**config.mk**
```make
export PLATFORM = sky130hd
export DESIGN_NAME = axis_frame_validator_flat
export DESIGN_NICKNAME = d
export VERILOG_FILES = /design/src/rtl/frame_pkg.sv /design/src/rtl/axis_frame_validator_if.sv /design/src/rtl/frame_fifo.sv /design/src/rtl/axis_frame_validator.sv /design/src/flat_wrapper.sv
export SDC_FILE = /design/constraint.sdc
export NUM_CORES = 1
export LEC_CHECK = 0
export CAP_MARGIN = 10
export CORE_MARGIN = 3
export CORE_UTILIZATION = 64
export CTS_CLUSTER_SIZE = 8
export DETAILED_ROUTE_END_ITERATION = 6
export GPL_TIMING_DRIVEN = 0
export PLACE_DENSITY = 0.84
export SETUP_SLACK_MARGIN = 0.05
export SYNTH_ARGS = -nofsm -noshare
export SYNTH_HDL_FRONTEND = slang
export SYNTH_SLANG_ARGS = --single-unit
```
**constraint.sdc**
```tcl
create_clock -name master_clock -period 11.67 [get_ports master_clock]
set_clock_uncertainty 0.1 [all_clocks]
set_input_delay 1.167 -clock master_clock [delete_from_list [all_inputs] [get_ports master_clock]]
set_output_delay 1.167 -clock master_clock [all_outputs]
set_load 0.05 [all_outputs]
```
**src/rtl/frame_pkg.sv**
```systemverilog
// ---------------------------------------------------------------------------
// frame_pkg
// Shared definitions for the acquisition frame validator: the framing marker
// words, the default frame length, the validator state encoding and the
// layout of one store-and-forward FIFO entry.
// ---------------------------------------------------------------------------
package frame_pkg;

  localparam int DATA_W              = 32;
  localparam int IDX_W               = 3;   // word index inside a frame
  localparam int ERR_W               = 8;   // saturating error counters
  localparam int FRAME_CNT_W         = 16;  // wrapping committed-frame counter
  localparam int FRAME_WORDS_DEFAULT = 6;   // header, timestamp, 3 payload, footer

  localparam logic [DATA_W-1:0] HEADER_VALUE = 32'hAAAA_AAAA;
  localparam logic [DATA_W-1:0] FOOTER_VALUE = 32'h5555_5555;

  typedef enum logic [1:0] {
    ST_IDLE = 2'd0,   // hunting for a header word
    ST_BODY = 2'd1,   // storing a frame that is not yet committed
    ST_DROP = 2'd2    // discarding the rest of a broken frame up to tlast
  } state_e;

  // One FIFO slot: tlast travels with the data word.
  typedef struct packed {
    logic              last;
    logic [DATA_W-1:0] data;
  } fifo_entry_t;

endpackage

```
**src/rtl/axis_frame_validator_if.sv**
```systemverilog
// ---------------------------------------------------------------------------
// axis_frame_validator_if
// AXI4-Stream style bundle (tdata/tvalid/tlast/tready) used for both the
// upstream acquisition stream and the validated stream towards the DMA.
//   master modport : drives tdata/tvalid/tlast, samples tready
//   slave  modport : samples tdata/tvalid/tlast, drives tready
// ---------------------------------------------------------------------------
interface axis_frame_validator_if;
  import frame_pkg::*;

  logic [DATA_W-1:0] tdata;
  logic              tvalid;
  logic              tlast;
  logic              tready;

  modport master (
    output tdata,
    output tvalid,
    output tlast,
    input  tready
  );

  modport slave (
    input  tdata,
    input  tvalid,
    input  tlast,
    output tready
  );

endinterface

```
**src/rtl/frame_fifo.sv**
```systemverilog
// ---------------------------------------------------------------------------
// frame_fifo
// Store-and-forward FIFO with three pointers:
//   wr_ptr     - next slot to write (includes the frame being assembled)
//   commit_ptr - end of the last accepted frame; only words below it are
//                visible to the reader
//   rd_ptr     - next slot to present on the read side
// Pointers carry one extra wrap bit so full (2**AW words between wr_ptr and
// rd_ptr) and empty are distinguishable.
// Ports:
//   master_clock, resetn   clock / asynchronous active-low reset
//   wr_en, wr_entry        write one entry at wr_ptr
//   commit                 together with wr_en: accept the frame ending with
//                          this entry (commit_ptr <= wr_ptr + 1)
//   rollback               drop the uncommitted tail (wr_ptr <= commit_ptr)
//   rd_en                  reader accepts the entry at rd_ptr
//   rd_entry, rd_valid     committed entry at rd_ptr (zero when not valid)
//   full                   no free slot for another write
// ---------------------------------------------------------------------------
module frame_fifo
  import frame_pkg::*;
#(
  parameter int AW = 4
) (
  input  logic        master_clock,
  input  logic        resetn,
  input  logic        wr_en,
  input  fifo_entry_t wr_entry,
  input  logic        commit,
  input  logic        rollback,
  input  logic        rd_en,
  output fifo_entry_t rd_entry,
  output logic        rd_valid,
  output logic        full
);

  localparam int          DEPTH    = 1 << AW;
  localparam logic [AW:0] PTR_ONE  = (AW+1)'(1);
  localparam logic [AW:0] PTR_FULL = (AW+1)'(DEPTH);

  logic [AW:0] wr_ptr;
  logic [AW:0] commit_ptr;
  logic [AW:0] rd_ptr;
  logic        do_wr;
  logic        do_rd;

  fifo_entry_t mem [DEPTH];

  // Full counts uncommitted words as well: the frame being assembled holds
  // real slots until it is either committed or rolled back.
  assign full     = (wr_ptr - rd_ptr) == PTR_FULL;
  assign rd_valid = (rd_ptr != commit_ptr);
  assign rd_entry = rd_valid ? mem[rd_ptr[AW-1:0]] : '0;

  // A rollback discards the tail, so a write in the same cycle is moot.
  assign do_wr = wr_en & ~full & ~rollback;
  assign do_rd = rd_en & rd_valid;

  always_ff @(posedge master_clock) begin
    if (do_wr) begin
      mem[wr_ptr[AW-1:0]] <= wr_entry;
    end
  end

  // commit_ptr only ever advances, and rollback restores wr_ptr to it, so
  // wr_ptr can never fall below the committed region. Reads only move
  // rd_ptr, so a read in the same cycle as a commit or rollback is safe.
  always_ff @(posedge master_clock or negedge resetn) begin
    if (!resetn) begin
      wr_ptr     <= '0;
      commit_ptr <= '0;
      rd_ptr     <= '0;
    end else begin
      if (rollback) begin
        wr_ptr <= commit_ptr;
      end else if (do_wr) begin
        wr_ptr <= wr_ptr + PTR_ONE;
      end

      if (commit && do_wr) begin
        commit_ptr <= wr_ptr + PTR_ONE;
      end

      if (do_rd) begin
        rd_ptr <= rd_ptr + PTR_ONE;
      end
    end
  end

endmodule

```
**src/rtl/axis_frame_validator.sv**
```systemverilog
// ---------------------------------------------------------------------------
// axis_frame_validator
// Checks fixed-length acquisition frames (header, timestamp, payload, footer)
// arriving on a stream that does not honour backpressure, and forwards only
// complete, well-formed frames to the DMA. Frames are assembled in a
// store-and-forward FIFO and become visible downstream only once the footer
// has been checked; broken frames are rolled back and counted.
// Ports:
//   master_clock       single clock
//   resetn             asynchronous active-low reset
//   s_data (slave)     upstream stream; tready = FIFO not full (advisory)
//   m_data (master)    validated stream; tlast only on footer words
//   frame_count[15:0]  committed frames, wrapping
//   hdr_err[7:0]       non-header words seen while hunting, saturating
//   len_err[7:0]       frames ended early by tlast, saturating
//   ftr_err[7:0]       bad footer value or missing tlast, saturating
//   ovf_err[7:0]       words lost to a full FIFO, saturating
//   dbg_state[1:0]     current validator state (0 idle, 1 body, 2 drop)
// ---------------------------------------------------------------------------
module axis_frame_validator
  import frame_pkg::*;
#(
  parameter int FIFO_AW     = 4,
  parameter int FRAME_WORDS = FRAME_WORDS_DEFAULT
) (
  input  logic                   master_clock,
  input  logic                   resetn,
  axis_frame_validator_if.slave  s_data,
  axis_frame_validator_if.master m_data,
  output logic [FRAME_CNT_W-1:0] frame_count,
  output logic [ERR_W-1:0]       hdr_err,
  output logic [ERR_W-1:0]       len_err,
  output logic [ERR_W-1:0]       ftr_err,
  output logic [ERR_W-1:0]       ovf_err,
  output logic [1:0]             dbg_state
);

  localparam logic [IDX_W-1:0] FOOTER_IDX = IDX_W'(FRAME_WORDS - 1);

  state_e           state;
  state_e           state_nxt;
  logic [IDX_W-1:0] idx;
  logic [IDX_W-1:0] idx_nxt;

  logic        wr_en;
  logic        commit;
  logic        rollback;
  logic        inc_frame;
  logic        inc_hdr;
  logic        inc_len;
  logic        inc_ftr;
  logic        inc_ovf;

  logic        fifo_full;
  logic        rd_valid;
  fifo_entry_t wr_entry;
  fifo_entry_t rd_entry;

  function automatic logic [ERR_W-1:0] sat_inc(input logic [ERR_W-1:0] v);
    return (v == {ERR_W{1'b1}}) ? v : v + ERR_W'(1);
  endfunction

  // Only committed footers can carry tlast into the FIFO: any earlier word
  // with tlast causes a rollback, so storing the raw tlast is sufficient.
  assign wr_entry = '{last: s_data.tlast, data: s_data.tdata};

  frame_fifo #(
    .AW (FIFO_AW)
  ) u_fifo (
    .master_clock (master_clock),
    .resetn       (resetn),
    .wr_en        (wr_en),
    .wr_entry     (wr_entry),
    .commit       (commit),
    .rollback     (rollback),
    .rd_en        (m_data.tready),
    .rd_entry     (rd_entry),
    .rd_valid     (rd_valid),
    .full         (fifo_full)
  );

  assign m_data.tvalid = rd_valid;
  assign m_data.tdata  = rd_entry.data;
  assign m_data.tlast  = rd_entry.last;
  assign s_data.tready = ~fifo_full;
  assign dbg_state     = state;

  always_ff @(posedge master_clock or negedge resetn) begin
    if (!resetn) begin
      state <= ST_IDLE;
      idx   <= '0;
    end else begin
      state <= state_nxt;
      idx   <= idx_nxt;
    end
  end

  // The source ignores tready, so every valid word is handled in the cycle
  // it arrives; a word that cannot be stored breaks the current frame.
  always_comb begin
    state_nxt = state;
    idx_nxt   = idx;
    wr_en     = 1'b0;
    commit    = 1'b0;
    rollback  = 1'b0;
    inc_frame = 1'b0;
    inc_hdr   = 1'b0;
    inc_len   = 1'b0;
    inc_ftr   = 1'b0;
    inc_ovf   = 1'b0;

    if (s_data.tvalid) begin
      unique case (state)
        ST_IDLE: begin
          if (s_data.tdata != HEADER_VALUE) begin
            inc_hdr = 1'b1;
          end else if (fifo_full) begin
            // No room even for the header: lose the whole frame.
            inc_ovf = 1'b1;
            if (!s_data.tlast) state_nxt = ST_DROP;
          end else if (s_data.tlast) begin
            // A header that is also the last word is a one-word frame.
            inc_len = 1'b1;
          end else begin
            wr_en     = 1'b1;
            idx_nxt   = IDX_W'(1);
            state_nxt = ST_BODY;
          end
        end

        ST_BODY: begin
          if (fifo_full) begin
            rollback  = 1'b1;
            inc_ovf   = 1'b1;
            state_nxt = s_data.tlast ? ST_IDLE : ST_DROP;
          end else if (idx == FOOTER_IDX) begin
            if (s_data.tdata == FOOTER_VALUE && s_data.tlast) begin
              wr_en     = 1'b1;
              commit    = 1'b1;
              inc_frame = 1'b1;
              state_nxt = ST_IDLE;
            end else begin
              rollback  = 1'b1;
              inc_ftr   = 1'b1;
              state_nxt = s_data.tlast ? ST_IDLE : ST_DROP;
            end
          end else if (s_data.tlast) begin
            rollback  = 1'b1;
            inc_len   = 1'b1;
            state_nxt = ST_IDLE;
          end else begin
            wr_en   = 1'b1;
            idx_nxt = idx + IDX_W'(1);
          end
        end

        ST_DROP: begin
          if (s_data.tlast) state_nxt = ST_IDLE;
        end

        default: begin
          state_nxt = ST_IDLE;
        end
      endcase
    end

    if (state_nxt != ST_BODY) idx_nxt = '0;
  end

  always_ff @(posedge master_clock or negedge resetn) begin
    if (!resetn) begin
      frame_count <= '0;
      hdr_err     <= '0;
      len_err     <= '0;
      ftr_err     <= '0;
      ovf_err     <= '0;
    end else begin
      if (inc_frame) frame_count <= frame_count + FRAME_CNT_W'(1);
      if (inc_hdr)   hdr_err     <= sat_inc(hdr_err);
      if (inc_len)   len_err     <= sat_inc(len_err);
      if (inc_ftr)   ftr_err     <= sat_inc(ftr_err);
      if (inc_ovf)   ovf_err     <= sat_inc(ovf_err);
    end
  end

endmodule

```
**src/flat_wrapper.sv**
```systemverilog
// flat-port wrapper written by rule: the top's interface ports become plain ports
module axis_frame_validator_flat import frame_pkg::*;
#(
  parameter int FIFO_AW     = 4,
  parameter int FRAME_WORDS = FRAME_WORDS_DEFAULT
)
  (master_clock, resetn, frame_count, hdr_err, len_err, ftr_err, ovf_err, dbg_state, s_data_tdata, s_data_tvalid, s_data_tlast, s_data_tready, m_data_tdata, m_data_tvalid, m_data_tlast, m_data_tready);
  axis_frame_validator_if s_data_i ();
  axis_frame_validator_if m_data_i ();
  input  logic master_clock;
  input  logic resetn;
  output logic [FRAME_CNT_W-1:0] frame_count;
  output logic [ERR_W-1:0] hdr_err;
  output logic [ERR_W-1:0] len_err;
  output logic [ERR_W-1:0] ftr_err;
  output logic [ERR_W-1:0] ovf_err;
  output logic [1:0] dbg_state;
  input wire logic [$bits(s_data_i.tdata)-1:0] s_data_tdata;
  input wire logic [$bits(s_data_i.tvalid)-1:0] s_data_tvalid;
  input wire logic [$bits(s_data_i.tlast)-1:0] s_data_tlast;
  output wire logic [$bits(s_data_i.tready)-1:0] s_data_tready;
  output wire logic [$bits(m_data_i.tdata)-1:0] m_data_tdata;
  output wire logic [$bits(m_data_i.tvalid)-1:0] m_data_tvalid;
  output wire logic [$bits(m_data_i.tlast)-1:0] m_data_tlast;
  input wire logic [$bits(m_data_i.tready)-1:0] m_data_tready;
  assign s_data_i.tdata = s_data_tdata;
  assign s_data_i.tvalid = s_data_tvalid;
  assign s_data_i.tlast = s_data_tlast;
  assign s_data_tready = s_data_i.tready;
  assign m_data_tdata = m_data_i.tdata;
  assign m_data_tvalid = m_data_i.tvalid;
  assign m_data_tlast = m_data_i.tlast;
  assign m_data_i.tready = m_data_tready;
  axis_frame_validator #(.FIFO_AW(FIFO_AW), .FRAME_WORDS(FRAME_WORDS)) u_core (.master_clock(master_clock), .resetn(resetn), .s_data(s_data_i), .m_data(m_data_i), .frame_count(frame_count), .hdr_err(hdr_err), .len_err(len_err), .ftr_err(ftr_err), .ovf_err(ovf_err), .dbg_state(dbg_state));
endmodule
```
* Word-level counts from Yosys, hierarchy flattened
Memory sizes are Yosys's and may differ from the RTL's. Index checks and enable logic that the tools add are counted.
Word-level totals: memories 1, output and inout bits 85, flip-flop bits (word level) 68, logic and storage cells 118, input port bits 37, memory bits (writable) 528
Memory list:
- u_core.u_fifo.mem | depth 16, bits a word 33, rd ports 1, clocked after Yosys merged registers in 0, write ports 1, line frame_fifo.sv:47 | fifo_entry_t mem [DEPTH];
Operators by class: mux-type cells 60, reductions and logical operators 11, add/subtract/negate cells 9, bitwise logic cells 9, equal/unequal tests 18
Operator list (number):
- two-way mux 1 bit | 34
- two-way mux 33 bit | 1
- adder 8 x 1 -> 8 bit, second input constant | 4
- == test 32 x 31 -> 1 bit, second input constant | 1
- == test 8 bit, second input constant | 4
- != test 32 bit, second input constant | 1
- two-way mux 3 bit | 8
- two-way mux 2 bit | 10
- adder 16 x 1 -> 16 bit, second input constant | 1
- != test 3 bit, second input constant | 4
- adder 5 x 1 -> 5 bit, second input constant | 2
- two-way mux 5 bit | 2
- AND reduction 2 bit | 4
- AND reduction 8 bit | 1
- != test 3 x 2 -> 1 bit, second input constant | 2
- NOT 1 bit | 6
- case mux 1 bit (2 select lines) | 3
- case mux 2 bit (3 select lines) | 1
- case mux 3 bit (2 select lines) | 1
- == test 5 bit, second input constant | 1
- != test 5 bit | 1
- subtractor 5 bit | 1
- nonzero test 2 bit | 2
- adder 3 x 1 -> 3 bit, second input constant | 1
- other kinds (8) | 11

* Logic depth before layout (Yosys ltp)
depth in word-level cells 11, depth in mapped cells 13, depth with buffers taken out 9

* Cells and area by module
A second synthesis with hierarchy kept.
Unflattened totals: cells, all modules 1166, area, all modules 24121.9 um^2
By module, submodules not included:
- frame_fifo | seq. area each 16230.6 um^2, area each 21159.0 um^2, times used 1, cells each 889
- axis_frame_validator | seq. area each 1326.3 um^2, area each 2962.8 um^2, times used 1, cells each 277

* Worst setup path after synthesis
OpenSTA, ideal clock, no wires.
path type register -> register, start register u_core.u_fifo.rd_ptr[1], end memory u_core.u_fifo.mem[3][0] (netlist name), enable pin, period minus slack after synthesis 4.240 ns, setup slack 7.430 ns, stages on the path, launching flop included 12, data arrival time 3.747 ns, cell sequence dfrtp_1 -> clkbuf_1 -> clkbuf_1 -> clkbuf_1 -> inv_1 -> ha_1 -> nor3b_2 -> nand3b_1 -> a311oi_4 -> nor4_1 -> clkbuf_1 -> and3_1
Between the ends: word-level cells in the longest chain between the ends 10
RTL lines:
- from (decl) | line frame_fifo.sv:43 | logic [AW:0] rd_ptr;
- from (signal assigned) | line frame_fifo.sv:85 | rd_ptr <= rd_ptr + PTR_ONE;
- subtractor 5 bit * | line frame_fifo.sv:51 | assign full = (wr_ptr - rd_ptr) == PTR_FULL;
- == test 5 bit * | line frame_fifo.sv:51
- two-way mux 1 bit | line axis_frame_validator.sv:117 | end else if (fifo_full) begin
- two-way mux 1 bit | line axis_frame_validator.sv:115 | if (s_data.tdata != HEADER_VALUE) begin
- case mux 1 bit (2 select lines) | line axis_frame_validator.sv:113 | unique case (state)
- two-way mux 1 bit | line axis_frame_validator.sv:112 | if (s_data.tvalid) begin
- AND 1 bit | line frame_fifo.sv:56 | assign do_wr = wr_en & ~full & ~rollback;
- AND 1 bit * | line frame_fifo.sv:56
- two-way mux 1 bit * | line frame_fifo.sv:60 | if (do_wr) begin
- two-way mux 1 bit (implied by the code) * | line frame_fifo.sv:61 | mem[wr_ptr[AW-1:0]] <= wr_entry;
- to (decl) | line frame_fifo.sv:47
Mark *: on every way between the ends. The rest lies on a longest branch, timed or not.

* Worst setup path after layout
start register u_core.u_fifo.rd_ptr[1], end output s_data_tready
Between the ends: word-level cells in the longest chain between the ends 3
RTL lines:
- subtractor 5 bit | line frame_fifo.sv:51
- == test 5 bit | line frame_fifo.sv:51
- NOT 1 bit | line axis_frame_validator.sv:85 | assign s_data.tready = ~fifo_full;
- to (decl) | line flat_wrapper.sv:21 | output wire logic [$bits(s_data_i.tready)-1:0] s_data_tready;
Every way passes these cells.

==> flow_metrics.tcl <==
set metrics [dict create \
    status "finished clean" \
    layout.cells.most_common_list "sky130_fd_sc_hd__edfxtp_1 (528), sky130_fd_sc_hd__mux4_2 (165), sky130_fd_sc_hd__clkdlybuf4s50_1 (120)" \
    fin_setup_tns_ns 0 \
    die_w_microns 199 \
    cts_num_sinks 596 \
    vias_after_detailed_routing 13331 \
    insertion_delay_ns 0.60 \
    ctsResizeCount 0 \
    min_path_type "reg -> reg" \
    asyncSetResetFlopFracSynth 0.114 \
    first_global_vias 13790 \
    finalNetCount 1438 \
    gp_routability_congestion 0.826 \
    ant_nets 0 \
    cts_htree_levels 3 \
    worst-endpoint-arrival_ns 5.29 \
    cap_viol_max_count 0 \
    crit_cells 10 \
    final_hold_viol_count 0 \
    post-cts-setup-buffers 0 \
    drt-pass1-iter-count 6 \
    hold_depth 1 \
    rrSetupSlack_ns 5.99 \
    cts.clk_slew.worst_paths_ns 0.05 \
    setup_repair_after_global_routing_missed_its_margin "no" \
    clock_tree.root_cell "sky130_fd_sc_hd__clkbuf_16" \
    initial_antenna_violation_count 1 \
    holdPathEnd "u_core.frame_count[15]$_DFFE_PN0P_" \
    worst_ep_required_time_ns 10.40 \
    timing.final.crit_period_ns 6.56 \
    fp.coreArea_sq_um 36700 \
    syn-cell-area_sq_um 23900 \
    ir_worst_vdd_v 0.000299 \
    die_area_sq_um 39600 \
    n_fill_cell 1828 \
    ports_placed_on_the_boundary 122 \
    ys_ff_latch 596 \
    netlist_instances 1160 \
    postSynthAreaPerCell_sq_um 20.6 \
    cellLeakagePower_nw 9.55 \
    first_iter_violations 1944 \
    areaGrowthSynthToFinish_pct 18.8 \
    drt_drc_violations_left 0 \
    start_kind "flop" \
    yosysSeqAreaShare 0.736 \
    gr-usage-all-layers 0.322 \
    die_h_microns 199 \
    start_util 0.650 \
    critical_path.top_delay_family "buffers and inverters" \
    wl_microns 61700 \
    fp-row-count 70 \
    slew-limit-headroom 0.184 \
    worst_r2r_startpoint "u_core.u_fifo.rd_ptr[1]$_DFFE_PN0P_" \
    synth_edf_count 528 \
    cts.path.max_buffers 3 \
    finalSetupViolations 0 \
    synthesized_netlist_net_count 1213 \
    power.density_nw_per_um2 243 \
    critPathCaptureType "output pin" \
    numCtsBuffers 84 \
    grt_first_pass_wirelength_microns 90600 \
    criticalPathCategory "reg -> out" \
    cp_buf_inv_count 6 \
    synth_cell_type_count 54 \
    layout.cells.most_common "sky130_fd_sc_hd__edfxtp_1" \
    critical_path.max_stage_delay_ns 0.75 \
    clock.fmax_ghz 0.152 \
    hold_start "u_core.frame_count[15]$_DFFE_PN0P_" \
    crit_path_cell_trace "clkbuf_1, clkbuf_1, clkbuf_1, inv_1, ha_1, nor3b_2, or4b_4, a311oi_4, inv_4, clkdlybuf4s50_1" \
    timing.final.max_slew_violations 0 \
    layout_worst_path_cycle_share 0.562 \
    worst_r2r_path_depth 12 \
    place_hpwl_microns 33200 \
    grt_start_max_net_pins 69 \
    final_util 0.772 \
    critical_path.reg2reg.endpoint "u_core.u_fifo.mem[11][19]$_DFFE_PP_" \
    ys_warn_count 0 \
    worst_slew_pin_slew_ns 1.22 \
    path_max_fanout 10 \
    detail_route.wl_per_cell_microns 32.7 \
    overflow 0 \
    cts_tree "yes" \
    holdBufCountCts 0 \
    drive_above_1_share 0.224 \
    synth_flop_cell "sky130_fd_sc_hd__edfxtp_1" \
    cp_common_cell "sky130_fd_sc_hd__clkbuf_1" \
    place.port_buffers 121 \
    critical-path-slowest-cell "sky130_fd_sc_hd__clkdlybuf4s50_1" \
    via_per_inst 7.06 \
]
worst max-delay path by stage:
stage	startpoint	endpoint	slack (ns)
2_1_floorplan	u_core.u_fifo.rd_ptr[1]$_DFFE_PN0P_	u_core.u_fifo.mem[3][0]$_DFFE_PP_	7.43
3_3_place_gp	s_data_tdata[23]	u_core.u_fifo.mem[11][21]$_DFFE_PP_	4.93
3_5_place_dp	s_data_tdata[19]	u_core.u_fifo.mem[11][19]$_DFFE_PP_	5.65
4_1_cts	u_core.u_fifo.rd_ptr[1]$_DFFE_PN0P_	s_data_tready	5.14
5_1_grt	u_core.u_fifo.rd_ptr[1]$_DFFE_PN0P_	s_data_tready	4.94
6_report	u_core.u_fifo.rd_ptr[1]$_DFFE_PN0P_	s_data_tready	5.11
kinds of logic after synthesis:
family	after synthesis	synth area share
fa+ha+maj	16	0.00839
flops	596	0.736
mux	173	0.160
simple gates	214	0.0522
compound gates	33	0.0107
xor+xnor	57	0.0209
buf+inv	71	0.0120
cell type report:
cell class | instances | area, sq um | share of cell area
inverters | 21 | 81.3 | 0.00287
plain buffers | 50 | 205 | 0.00724
repair buffers | 139 | 1570 | 0.0554
well taps | 468 | 586 | 0.0207
diodes | 1 | 2.50 | 0.0000883
clock inverters | 2 | 13.8 | 0.000486
multi-input cells | 493 | 6040 | 0.213
clock buffers | 117 | 2290 | 0.0808
flip-flops and latches | 596 | 17600 | 0.619
sequential cells by signal (all words and copies together), names as in the netlist:
| name | count |
|---|---|
| u_core.dbg_state | 2 |
| u_core.frame_count | 16 |
| u_core.ftr_err | 8 |
| u_core.hdr_err | 8 |
| u_core.idx | 3 |
| u_core.len_err | 8 |
| u_core.ovf_err | 8 |
| u_core.u_fifo.commit_ptr | 5 |
| u_core.u_fifo.mem | 528 |
| u_core.u_fifo.rd_ptr | 5 |
| u_core.u_fifo.wr_ptr | 5 |
where the power goes:
group          internal [mW]  switching, mW  total, mW  leakage, nW
logic                  0.954           1.35       2.30         2.78
registers               2.36         0.0364       2.39         5.66
clock network           1.34          0.855       2.19         1.12
total                   4.65           2.24       6.89         9.55
through the flow:
stage	power (mW)	hold WS, ns	cell area [sq um]	cells	setup slack [ns]
after floorplan	3.98	0.394	23900	1160	7.43
after global placement	4.61	0.357	25700	1749	4.93
after detailed placement	4.67	0.356	26000	1766	5.65
after CTS	6.90	0.373	28300	1885	5.14
after global routing	7.07	0.383	28300	1886	4.94
final	6.89	0.366	28300	1887	5.11
cell usage after synthesis (2+ instances only):
cell type / number / share of area
sky130_fd_sc_hd__nand2b_1: 2 / 0.00052
sky130_fd_sc_hd__mux2_2: 7 / 0.0033
sky130_fd_sc_hd__nor2b_1: 37 / 0.0097
sky130_fd_sc_hd__o21ai_1: 3 / 0.00063
sky130_fd_sc_hd__nand2_1: 26 / 0.0041
sky130_fd_sc_hd__nand3_2: 2 / 0.00084
sky130_fd_sc_hd__nor4bb_1: 14 / 0.0059
sky130_fd_sc_hd__inv_1: 19 / 0.0030
sky130_fd_sc_hd__o21ai_0: 4 / 0.00084
sky130_fd_sc_hd__dfrtp_1: 68 / 0.071
sky130_fd_sc_hd__edfxtp_1: 528 / 0.66
sky130_fd_sc_hd__o31a_1: 2 / 0.00073
sky130_fd_sc_hd__a22oi_1: 2 / 0.00063
sky130_fd_sc_hd__buf_1: 6 / 0.00094
sky130_fd_sc_hd__clkbuf_1: 35 / 0.0055
sky130_fd_sc_hd__buf_2: 8 / 0.0017
sky130_fd_sc_hd__xor2_1: 37 / 0.014
sky130_fd_sc_hd__nor4_1: 12 / 0.0031
sky130_fd_sc_hd__nor2_1: 28 / 0.0044
sky130_fd_sc_hd__nand4_1: 12 / 0.0031
sky130_fd_sc_hd__a21oi_1: 8 / 0.0017
sky130_fd_sc_hd__ha_1: 16 / 0.0084
sky130_fd_sc_hd__nor3_1: 19 / 0.0040
sky130_fd_sc_hd__a211oi_1: 2 / 0.00063
sky130_fd_sc_hd__and3_1: 23 / 0.0060
sky130_fd_sc_hd__o31ai_1: 2 / 0.00063
sky130_fd_sc_hd__mux4_2: 165 / 0.16
sky130_fd_sc_hd__or4_1: 3 / 0.00094
sky130_fd_sc_hd__nand3_1: 24 / 0.0050
sky130_fd_sc_hd__xnor2_1: 20 / 0.0073
sky130_fd_sc_hd__or3_1: 2 / 0.00052
sky130_fd_sc_hd__nand3b_1: 2 / 0.00063
per-layer routing:
metal,up-vias,wire (microns),part of all wire,track usage
met5,-,0,0,0
met4,0,2870,0.047,0.146
met3,216,6560,0.11,0.0777
met2,1103,30200,0.49,0.511
met1,6804,22000,0.36,0.434
li1,5208,-,-,-
Power figures use the tool's default switching activity.
